## src/rtl/bip_control.sv

```systemverilog
// BIP control unit: owns the PC, runs a FETCH/EXEC sequence per instruction,
// and decodes each instruction into datapath and data-memory controls.
module bip_control #(
  parameter int PC_WIDTH    = 11,
  parameter int COUNT_WIDTH = 16
) (
  input  logic                   clk,
  input  logic                   reset,
  input  logic                   start,
  input  logic [15:0]            Instr,
  output logic [PC_WIDTH-1:0]    PC_Addr,
  output logic [PC_WIDTH-1:0]    Data,
  output logic [1:0]             SetA,
  output logic                   SetB,
  output logic                   WrAcc,
  output logic                   Op,
  output logic                   WrRam,
  output logic                   RdRam,
  output logic                   Busy,
  output logic                   Halted,
  output logic [COUNT_WIDTH-1:0] Clk_Count
);

  typedef enum logic [1:0] {IDLE, FETCH, EXEC, HALT} state_t;

  typedef struct packed {
    logic [1:0] set_a;
    logic       set_b;
    logic       wr_acc;
    logic       op;
    logic       wr_ram;
    logic       rd_ram;
  } ctrl_t;

  localparam logic [4:0] OP_HLT  = 5'b00000;
  localparam logic [4:0] OP_STO  = 5'b00001;
  localparam logic [4:0] OP_LD   = 5'b00010;
  localparam logic [4:0] OP_LDI  = 5'b00011;
  localparam logic [4:0] OP_ADD  = 5'b00100;
  localparam logic [4:0] OP_ADDI = 5'b00101;
  localparam logic [4:0] OP_SUB  = 5'b00110;
  localparam logic [4:0] OP_SUBI = 5'b00111;

  localparam logic [1:0] A_MEM = 2'b00;
  localparam logic [1:0] A_IMM = 2'b01;
  localparam logic [1:0] A_ALU = 2'b10;

  state_t                state, state_nxt;
  logic [PC_WIDTH-1:0]   pc, pc_nxt;
  logic [COUNT_WIDTH-1:0] cnt;
  ctrl_t                 ctrl;
  logic [PC_WIDTH-1:0]   data_c;

  logic [4:0]            opcode;
  logic [PC_WIDTH-1:0]   operand;

  assign opcode  = Instr[15:11];
  assign operand = PC_WIDTH'(Instr[10:0]);

  always_ff @(posedge clk or negedge reset) begin
    if (!reset) begin
      state <= IDLE;
      pc    <= '0;
    end else begin
      state <= state_nxt;
      pc    <= pc_nxt;
    end
  end

  // Next state, PC update and EXEC-gated decode in one combinational process.
  always_comb begin
    state_nxt = state;
    pc_nxt    = pc;
    ctrl      = '0;
    data_c    = '0;
    case (state)
      IDLE:  if (start) state_nxt = FETCH;
      FETCH: state_nxt = EXEC;
      EXEC: begin
        data_c = operand;
        if (opcode == OP_HLT) begin
          state_nxt = HALT;
        end else begin
          state_nxt = FETCH;
          pc_nxt    = pc + PC_WIDTH'(1);
        end
        case (opcode)
          OP_STO:  ctrl.wr_ram = 1'b1;
          OP_LD: begin
            ctrl.rd_ram = 1'b1;
            ctrl.set_a  = A_MEM;
            ctrl.wr_acc = 1'b1;
          end
          OP_LDI: begin
            ctrl.set_a  = A_IMM;
            ctrl.wr_acc = 1'b1;
          end
          OP_ADD: begin
            ctrl.rd_ram = 1'b1;
            ctrl.set_a  = A_ALU;
            ctrl.op     = 1'b1;
            ctrl.wr_acc = 1'b1;
          end
          OP_ADDI: begin
            ctrl.set_a  = A_ALU;
            ctrl.set_b  = 1'b1;
            ctrl.op     = 1'b1;
            ctrl.wr_acc = 1'b1;
          end
          OP_SUB: begin
            ctrl.rd_ram = 1'b1;
            ctrl.set_a  = A_ALU;
            ctrl.wr_acc = 1'b1;
          end
          OP_SUBI: begin
            ctrl.set_a  = A_ALU;
            ctrl.set_b  = 1'b1;
            ctrl.wr_acc = 1'b1;
          end
          default: ctrl = '0;
        endcase
      end
      HALT:    state_nxt = HALT;
      default: state_nxt = IDLE;
    endcase
  end

  // Cycle counter saturates instead of wrapping so long runs stay monotonic.
  always_ff @(posedge clk or negedge reset) begin
    if (!reset)
      cnt <= '0;
    else if ((state == FETCH || state == EXEC) && cnt != '1)
      cnt <= cnt + COUNT_WIDTH'(1);
  end

  assign PC_Addr   = pc;
  assign Data      = data_c;
  assign SetA      = ctrl.set_a;
  assign SetB      = ctrl.set_b;
  assign WrAcc     = ctrl.wr_acc;
  assign Op        = ctrl.op;
  assign WrRam     = ctrl.wr_ram;
  assign RdRam     = ctrl.rd_ram;
  assign Busy      = (state == FETCH) || (state == EXEC);
  assign Halted    = (state == HALT);
  assign Clk_Count = cnt;

endmodule

```

## config.mk

```make
export PLATFORM = sky130hd
export DESIGN_NAME = bip_control
export DESIGN_NICKNAME = d
export VERILOG_FILES = /design/src/rtl/bip_control.sv
export SDC_FILE = /design/constraint.sdc
export NUM_CORES = 1
export LEC_CHECK = 0
export BUFFER_PORTS_ARGS = -buffer_cell sky130_fd_sc_hd__buf_2
export CAP_MARGIN = 0
export CELL_PAD_IN_SITES_DETAIL_PLACEMENT = 2
export CELL_PAD_IN_SITES_GLOBAL_PLACEMENT = 2
export CORE_UTILIZATION = 25
export DETAILED_ROUTE_END_ITERATION = 6
export GPL_TIMING_DRIVEN = 0
export PLACE_DENSITY_LB_ADDON = 0.3
export SYNTH_ARGS = -nofsm -noshare
export SYNTH_HDL_FRONTEND = slang
export SYNTH_SLANG_ARGS = --single-unit
```

## constraint.sdc

```tcl
create_clock -name clk -period 1.88 [get_ports clk]
set_clock_uncertainty 0.2 [all_clocks]
set_input_delay 0.188 -clock clk [delete_from_list [all_inputs] [get_ports clk]]
set_output_delay 0.188 -clock clk [all_outputs]
set_load 0.05 [all_outputs]
```

==> results of run 1 <==
==> cell usage after synthesis <==
library cell,count,area (um^2)
nor2b_1,2,12.5
ha_1,6,75.1
buf_6,1,11.3
dfrtp_1,29,726
nand2_4,1,11.3
a41oi_1,1,8.76
nand4_1,10,62.6
mux2_4,1,15.0
a211oi_1,1,7.51
a21oi_1,5,25.0
inv_1,7,26.3
and4_2,1,10.0
nor3_1,5,25.0
and2_1,14,87.6
o21a_1,1,7.51
mux2_2,3,33.8
nand2b_1,3,18.8
nand3_1,9,45.0
clkbuf_1,2,7.51
or4b_1,1,10.0
and4_1,1,8.76
nor4_1,1,6.26
mux2i_1,1,10.0
o21ai_0,2,10.0
nand2_1,9,33.8
a211o_1,1,8.76
nand3b_1,1,7.51
xnor2_1,15,131
and3_1,6,37.5
xor2_1,5,43.8
nor2_1,10,37.5
==> logic make-up after synthesis <==
| group | count (synthesis) |
|---|---|
| AND/OR/NAND/NOR | 74 |
| flip-flops | 29 |
| XOR/XNOR | 20 |
| AO/OA/AOI/OAI | 11 |
| buffers and inverters | 10 |
| adder cells (fa/ha/maj) | 6 |
| multiplexers | 5 |
==> worst paths after layout <==
kind / startpoint / end / slack (ns) / cells past startpoint
setup / recovery: Clk_Count[1] / Clk_Count[1] / -0.10 / 5
hold / removal: start / state[0] / 0.06 / 3
setup reg to reg: Clk_Count[1] / Clk_Count[1] / -0.10 / 5
hold reg to reg: PC_Addr[10] / PC_Addr[10] / 0.26 / 1
max in group asynchronous: reset / Clk_Count[7] / 0.74 / 2
min in group asynchronous: reset / PC_Addr[3] / 0.27 / 2
==> report_power, final <==
part | internal (mW) | total [mW] | switching [mW]
sequential | 0.810 | 1.04 | 0.230
combinational | 0.952 | 2.40 | 1.45
clock | 0.255 | 0.523 | 0.268
==> registers in the layout (all words and copies together) (netlist names) <==
signal / count
Clk_Count: 16
PC_Addr: 11
state: 2
==> what timing repair did <==
item                       CTS  global route
gates resized for setup     38            54
buffers inserted            12             5
hold buffers                 1             0
cloned                       0             1
hold endpoints to repair    29             0
setup endpoints to repair   36            30
pin swaps                    5            10
==> layer usage <==
metal  GRT usage (%)  share of wire, %  wire [um]  vias up
met1            18.3                41       2240      761
li1                -                 -          -      715
met4            4.46              0.79         43        0
met2            28.1                52       2830       50
met5               0                 0          0        -
met3            5.62               6.3        345        7
==> area by class of cell <==
| class | count | area [um^2] |
|---|---|---|
| Buffer | 2 | 18.8 |
| Multi-Input combinational cell | 116 | 998 |
| Clock buffer | 5 | 68.8 |
| Clock inverter | 3 | 17.5 |
| Fill cell | 632 | 3370 |
| Inverter | 7 | 26.3 |
| Tap cell | 75 | 93.8 |
| Timing Repair Buffer | 84 | 624 |
| Sequential cell | 29 | 742 |
==> worst max-delay path, delay by kind of cell (launching register included) <==
kind | cells | cell delay [ns]
fa+ha+maj | 1 | 0.14
simple gates | 3 | 0.85
mux | 1 | 0.29
flops | 1 | 0.39
==> metrics by stage <==
step           hold WS [ns]  setup TNS (ns)  util (%)  instances  area, um^2
3_5_place_dp         0.0685           -2.57      34.3        295        2040
4_1_cts              0.0648          -0.692      39.3        315        2340
2_1_floorplan        -0.308           -1.65         -        155        1620
6_report             0.0646          -0.491      43.5        321        2590
5_1_grt              0.0941           -1.96      43.5        321        2590
3_3_place_gp         0.0718           -1.16      34.3        295        2040
==> impl_metrics.csv, run 1 <==
group,metric,value,unit
outcome,status,"finished with violations",
outcome,failed_checks,"negative setup slack",
timing,worstMarginPinSlew,0.669,ns
critical_path,crit_path_max_incr_delay,0.53,ns
route,ant_nets,0,
place,dp_slack,-0.253,ns
critical_path,crit_slowest_cell,"or4b_4",
global_routing,overflow,0,
clock_tree,clock_latency,0.29,ns
floorplanning,ios,66,
timing,setup_ws,-0.100,ns
power_and_ir_drop,power.total,3.97,mW
synth,synth_fa_ha_area_share,4.81,%
critical_path,required,1.86,ns
synth,yosysSeqAreaShare,46.5,%
route,wl,5460,um
synth,ys_types,31,
synth,ys_seq_elements,29,
power_and_ir_drop,ir_drop,1.35,mV
critical_path,worstSetupEndpointType,"register",
timing,slew_violations,0,
route,num_vias,1533,
critical_path,crit_type,"reg -> reg",
clock_tree,cts_sinks,29,
global_routing,track_usage,16.0,%
run,timing.max_cap.violations,0,
floorplanning,initial_core_util,26.2,%
timing,hold_viol,0,
floorplanning,die-area,6570,um^2
clock_tree,tritoncts,"yes",
route,viasPerCell,4.78,
clock_tree,clk_pin_slew,0.07,ns
place,port_buffers,65,
synth,synth_top_family_by_area,"simple AND/OR/NAND/NOR gates",
critical_path,cp.arrival,1.96,ns
timing,rsz0062_at_grt,"true",
timing,min_period_over_period,105,%
timing,setup_viol,12,
power_and_ir_drop,p_leak,1.19,nW
synth,synth_compound_gate_area_share,4.33,%
synth,avgSynthCellArea,10.1,um^2
clock_tree,h-tree-depth,2,
synth,yosys.area_share.simple,26.5,%
critical_path,start_kind,"register",
power_and_ir_drop,powerDensity,1530,nW/um^2
global_routing,first_global_vias,1613,
synth,synth_xor_area_share,11.2,%
synth,synth_nets,180,
global_routing,grt_pass1_wl,7900,um
synth,synth_area,1560,um^2
synth,syn_inst,155,
place,gp_congestion,0.684,
floorplanning,core_area,5960,um^2
floorplanning,fp-row-count,28,
final_layout,area_growth,65.9,%
place,dp_hpwl,3330,um
route,wire_per_inst,17.0,um
synth,yosys_warnings,0,
route,drtPass1Iterations,4,
final_layout,final_cell_mix,"buf_2, dfrtp_1, buf_4, dfrtp_2",
critical_path,crit_fanout,4,
timing,slew_headroom,55.4,%
route,first_iter_violations,41,
clock_tree,numCtsBuffers,5,
clock_tree,clock-root-buffer,"clkbuf_8",
synth,synthMuxAreaShare,3.77,%
timing,period_needed,1.98,ns
timing,fmax,505,MHz
floorplanning,die_w,81.0,um
final_layout,final_common_cell,"buf_2",
final_layout,fin_nets,270,
route,drc,0,
final_layout,layout-drive-gt1-share,60.6,%
global_routing,grt_max_degree,30,
clock_tree,clock_path_buffers,2,
global_routing,antenna_found_initial,0,
final_layout,num_antenna_cells,0,
floorplanning,die_h,81.0,um
critical_path,crit_path_cell_trace,"ha_4 -> and4_4 -> or4b_4 -> nand2_4 -> mux2_4",
worst_hold_path,min_path_type,"in -> reg",
No activity file was read; power rests on OpenSTA's default activity.
==> run 2, diff against run 1 <==
--- a/config.mk
+++ b/config.mk
@@ -13,6 +13,7 @@
 export DETAILED_ROUTE_END_ITERATION = 6
 export GPL_TIMING_DRIVEN = 0
 export PLACE_DENSITY_LB_ADDON = 0.3
+export SKIP_CTS_REPAIR_TIMING = 1
 export SYNTH_ARGS = -nofsm -noshare
 export SYNTH_HDL_FRONTEND = slang
 export SYNTH_SLANG_ARGS = --single-unit
==> run 2 against run 1 <==
Global-route usage fell by 1.9 points. Non-clock buffer count fell by 9. Sequential power barely moved. Largest power group unchanged. The flow still finishes with violations (negative setup slack). Die area did not move. Utilization fell by 2.8 points. Wire length fell by 13%. First-iteration DRC count fell by 39%. Sequential cell count did not move. Highest routed layer unchanged. Critical path depth did not move. Critical path type unchanged. Worst hold slack got worse by 0.013 ns. Via count fell by 3.8%.
==> impl_metrics.csv, run 2 (synthesis results as in run 1) <==
group,metric,value,unit
outcome,status,"finished with violations",
outcome,failed_checks,"negative setup slack",
floorplanning,initial_core_util,26.2,%
critical_path,rr_startpoint,"Clk_Count[0]",
route,wire_per_inst,15.2,um
critical_path,crit_path_cell_trace,"ha_4 -> and4_4 -> or4b_4 -> nand2_4 -> mux2_4",
place,dp_slack,-0.253,ns
route,first_iter_violations,25,
critical_path,startpoint,"Clk_Count[0]",
final_layout,area_growth,55.1,%
timing,worstMarginPinSlew,0.661,ns
route,drc,0,
final_layout,fin_nets,261,
route,viasPerCell,4.72,
place,port_buffers,65,
place,gp_congestion,0.684,
floorplanning,fp-row-count,28,
final_layout,largest_register_ffs,16,
critical_path,crit_path_max_incr_delay,0.53,ns
place,dp_cells,295,
clock_tree,cts_sinks,29,
run,timing.max_cap.violations,0,
timing,slew_headroom,55.9,%
global_routing,grt_max_degree,30,
clock_tree,clock_latency,0.29,ns
power_and_ir_drop,ir_drop,1.28,mV
clock_tree,tritoncts,"yes",
route,ant_nets,0,
route,num_vias,1474,
global_routing,grt_pass1_wl,7000,um
timing,slew_violations,0,
power_and_ir_drop,powerDensity,1520,nW/um^2
clock_tree,numCtsBuffers,5,
timing,hold_viol,0,
clock_tree,clock-root-buffer,"clkbuf_8",
critical_path,crit_fanout,6,
critical_path,start_kind,"register",
power_and_ir_drop,p_leak,1.09,nW
timing,setup_viol,12,
critical_path,required,1.86,ns
timing,setup_ws,-0.176,ns
critical_path,worstSetupEndpointType,"register",
timing,setup-tns-final,-1.08,ns
global_routing,overflow,0,
critical_path,crit_type,"reg -> reg",
timing,fmax,486,MHz
route,drtPass1Iterations,2,
route,wl,4750,um
critical_path,crit_slowest_cell,"or4b_4",
final_layout,final_cell_mix,"buf_2, dfrtp_1, xnor2_1, dfrtp_2, buf_6",
floorplanning,die-area,6570,um^2
global_routing,first_global_vias,1472,
floorplanning,core_area,5960,um^2
final_layout,layout-drive-gt1-share,56.5,%
clock_tree,clock_path_buffers,2,
critical_path,critPathTopFamily,"simple AND/OR/NAND/NOR gates",
timing,rsz0062_at_grt,"true",
timing,timing.hold.ws,0.0518,ns
critical_path,cp.arrival,2.03,ns
final_layout,num_antenna_cells,0,
global_routing,track_usage,14.1,%
floorplanning,ios,66,
clock_tree,h-tree-depth,2,
floorplanning,die_w,81.0,um
final_layout,layout.cells.non_filler,312,
worst_hold_path,min_from,"start",
global_routing,antenna_found_initial,0,
clock_tree,clk_pin_slew,0.07,ns
critical_path,path_buf_inv,0,
final_layout,final_common_cell,"buf_2",
place,dp_hpwl,3330,um
timing,min_period_over_period,109,%
floorplanning,die_h,81.0,um
worst_hold_path,min_path_type,"in -> reg",
timing,period_needed,2.06,ns
## run 2: changes by cell type in the layout (fill, tap and decap cells not counted), moves of 2 or more
cell,before,now
nand3_1,6,8
xnor2_1,11,15
xnor2_2,4,0
nand3_4,2,0
buf_8,11,4
buf_6,10,13
buf_2,50,48
inv_4,0,2
clkbuf_4,0,2
buf_4,14,9
inv_2,2,0
## run 2: per-layer routing
| metal | GRT usage (%) | share of wire (%) | wire length [um] |
|---|---|---|---|
| met4 | 4.64 | 0.90 | 43 |
| met3 | 5.73 | 7.4 | 352 |
| met1 | 16.7 | 44 | 2080 |
| met2 | 23.2 | 48 | 2280 |
| met5 | 0 | 0 | 0 |
## run 2: tightest hold or removal path: stages
cell and delay [ns]:
buf_2 0.07, nand2b_1 0.15, a21oi_1 0.09
## run 2: worst paths after layout
| path | end | depth (start not counted) | slack [ns] |
|---|---|---|---|
| max | Clk_Count[1] | 5 | -0.18 |
| min | state[0] | 3 | 0.05 |
| max reg2reg | Clk_Count[1] | 5 | -0.18 |
| min reg2reg | PC_Addr[10] | 1 | 0.27 |
| max in group asynchronous | Clk_Count[7] | 2 | 0.73 |
| min in group asynchronous | PC_Addr[3] | 2 | 0.27 |
## run 2: area by class of cell
type                       count  area [um^2]
multi-input combinational    116          928
inverter                       7         31.3
tap                           75         93.8
timing repair buffer          75          520
fill                         640         3530
clock buffer                   5         68.8
sequential                    29          743
buffer                         2         18.8
clock inverter                 3         17.5
## run 2: through the flow
| stage | utilization, % | cell area [um^2] | power (mW) |
|---|---|---|---|
| floorplan | - | 1620 | 2.40 |
| global placement | 34.3 | 2040 | 2.78 |
| detailed placement | 34.3 | 2040 | 2.83 |
| CTS | 35.7 | 2130 | 3.37 |
| global route | 40.7 | 2420 | 3.92 |
| finish | 40.7 | 2420 | 3.69 |
## run 2: power breakdown
part	switching (mW)	internal [mW]	total, mW
clock	0.261	0.255	0.516
combinational	1.34	0.788	2.13
sequential	0.238	0.812	1.05
==> run 3, diff against run 2 <==
--- a/config.mk
+++ b/config.mk
@@ -9,7 +9,7 @@
 export CAP_MARGIN = 0
 export CELL_PAD_IN_SITES_DETAIL_PLACEMENT = 2
 export CELL_PAD_IN_SITES_GLOBAL_PLACEMENT = 2
-export CORE_UTILIZATION = 25
+export CORE_UTILIZATION = 30
 export DETAILED_ROUTE_END_ITERATION = 6
 export GPL_TIMING_DRIVEN = 0
 export PLACE_DENSITY_LB_ADDON = 0.3
==> constraint.sdc (replaced) <==
create_clock -name clk -period 2.4 [get_ports clk]
set_clock_uncertainty 0.2 [all_clocks]
set_input_delay 0.24 -clock clk [delete_from_list [all_inputs] [get_ports clk]]
set_output_delay 0.24 -clock clk [all_outputs]
set_load 0.05 [all_outputs]
==> run 3 against run 2 <==
The flow now finishes without violations. Wire length down 12%. Clock power down 22%. Die area down 16%. Utilization up 1.8 points. Largest cell class unchanged.
==> impl_metrics.csv, run 3 (synthesis results as in run 1) <==
group,metric,value,unit
critical_path,crit_fanout,5,
critical_path,start_kind,"register",
route,viasPerCell,4.80,
global_routing,track_usage,17.1,%
route,drtPass1Iterations,3,
critical_path,ff2ff_setup_slack,0.20,ns
final_layout,utilization,42.5,%
clock_tree,numCtsBuffers,5,
final_layout,fin_nets,252,
power_and_ir_drop,ir_drop,0.942,mV
route,wire_per_inst,14.3,um
floorplanning,die-area,5500,um^2
worst_hold_path,min_path_type,"in -> reg",
clock_tree,clock-root-buffer,"clkbuf_8",
critical_path,crit_type,"reg -> out",
critical_path,crit_slowest_cell,"dfrtp_1",
worst_hold_path,min_from,"start",
critical_path,critPathTopFamily,"flip-flops",
timing,min_period_over_period,92.4,%
clock_tree,clock_path_buffers,2,
critical_path,path_buf_inv,2,
timing,rsz0062_at_grt,"false",
power_and_ir_drop,p_leak,1.02,nW
floorplanning,fp-row-count,25,
timing,period_needed,2.22,ns
clock_tree,tritoncts,"yes",
timing,slew_headroom,55.5,%
clock_tree,clk_pin_slew,0.06,ns
timing,hold_viol,0,
final_layout,final_common_cell,"buf_2",
timing,setup_viol,0,
critical_path,regToRegEndpoint,"Clk_Count[1]",
global_routing,antenna_found_initial,0,
place,dp_cells,287,
global_routing,first_global_vias,1411,
power_and_ir_drop,powerDensity,1210,nW/um^2
run,timing.max_cap.violations,0,
critical_path,r2r_cells,6,
place,port_buffers,65,
critical_path,crit_path_cell_trace,"inv_1 -> ha_2 -> nand2b_1 -> nor2_1 -> o21a_1 -> nor2b_2 -> clkbuf_4",
final_layout,area_growth,32.8,%
power_and_ir_drop,power.total,2.52,mW
final_layout,finish.instance_area,2070,um^2
timing,fmax,451,MHz
final_layout,layout.cells.non_filler,294,
global_routing,overflow,0,
route,wl,4210,um
place,placed_area,1980,um^2
route,ant_nets,0,
worst_hold_path,hold_depth,3,
floorplanning,ios,66,
timing,slew_violations,0,
floorplanning,die_w,74.1,um
timing,worstMarginPinSlew,0.668,ns
global_routing,grt_pass1_wl,7130,um
place,dp_hpwl,3340,um
route,drc,0,
floorplanning,initial_core_util,32.0,%
outcome,status,"completed",
route,first_iter_violations,18,
global_routing,grt_max_degree,30,
critical_path,cp.arrival,1.78,ns
final_layout,largest_register_ffs,16,
critical_path,required,1.96,ns
critical_path,crit_path_max_incr_delay,0.43,ns
clock_tree,h-tree-depth,2,
timing,setup-tns-final,0,ns
worst_hold_path,min_to,"state[0]",
timing,setup_ws,0.182,ns
place,dp_slack,0.183,ns
floorplanning,core_area,4880,um^2
critical_path,rr_startpoint,"Clk_Count[0]",
place,gp_congestion,0.707,
route,num_vias,1411,
critical_path,worstSetupEndpointType,"output port",
final_layout,num_antenna_cells,0,
timing,timing.hold.ws,0.134,ns
final_layout,final_cell_mix,"buf_2, dfrtp_1, xnor2_1, and2_1",
floorplanning,die_h,74.1,um
clock_tree,cts_sinks,29,
clock_tree,clock_latency,0.28,ns
final_layout,layout-drive-gt1-share,36.1,%
run 3: cell count changes in the layout (fill, tap and decap cells not counted), moves of 3 or more:
cell     before  now
buf_4         9    0
and2_1        3   14
buf_2        48   64
buf_8         4    0
buf_6        13    1
ha_4          3    0
and3_1        2    6
dfrtp_2      14    2
and2_4       11    0
dfrtp_1      15   27
run 3: worst max-delay path by stage:
stage	start	to	slack (ns)	cells after the start
after global routing	state[0]	RdRam	0.0007	7
final	state[0]	RdRam	0.18	7
after CTS	state[0]	RdRam	0.10	7
after floorplan	state[0]	Op	0.003	4
after global placement	Clk_Count[0]	Clk_Count[1]	0.22	6
after detailed placement	Clk_Count[0]	Clk_Count[1]	0.18	6
run 3: cell type report:
type	count	area, um^2
Clock buffer	7	86.3
Fill cell	583	2810
Timing Repair Buffer	66	338
Multi-Input combinational cell	116	796
Inverter	7	26.3
Sequential cell	29	728
Buffer	2	15.0
Tap cell	67	83.8
run 3: power by group:
part | leakage, nW | switching, mW | internal (mW) | total, mW
Combinational | 0.621 | 0.952 | 0.373 | 1.32
Clock | 0.0443 | 0.174 | 0.227 | 0.401
Sequential | 0.358 | 0.167 | 0.623 | 0.790
Total | 1.02 | 1.29 | 1.22 | 2.52
run 3: worst register-to-register path, stage by stage, from the launching register on:
cell	delay, ns
dfrtp_2	0.39
ha_1	0.26
and4_1	0.24
or4b_1	0.46
buf_6	0.17
nand2_4	0.07
mux2_4	0.29
run 3: per-layer routing:
| layer | routed length (um) | GRT usage [%] | vias up |
|---|---|---|---|
| met4 | 67 | 5.98 | 0 |
| li1 | - | - | 675 |
| met5 | 0 | 0 | - |
| met2 | 2070 | 28.6 | 34 |
| met1 | 1900 | 21.6 | 695 |
| met3 | 169 | 4.07 | 7 |
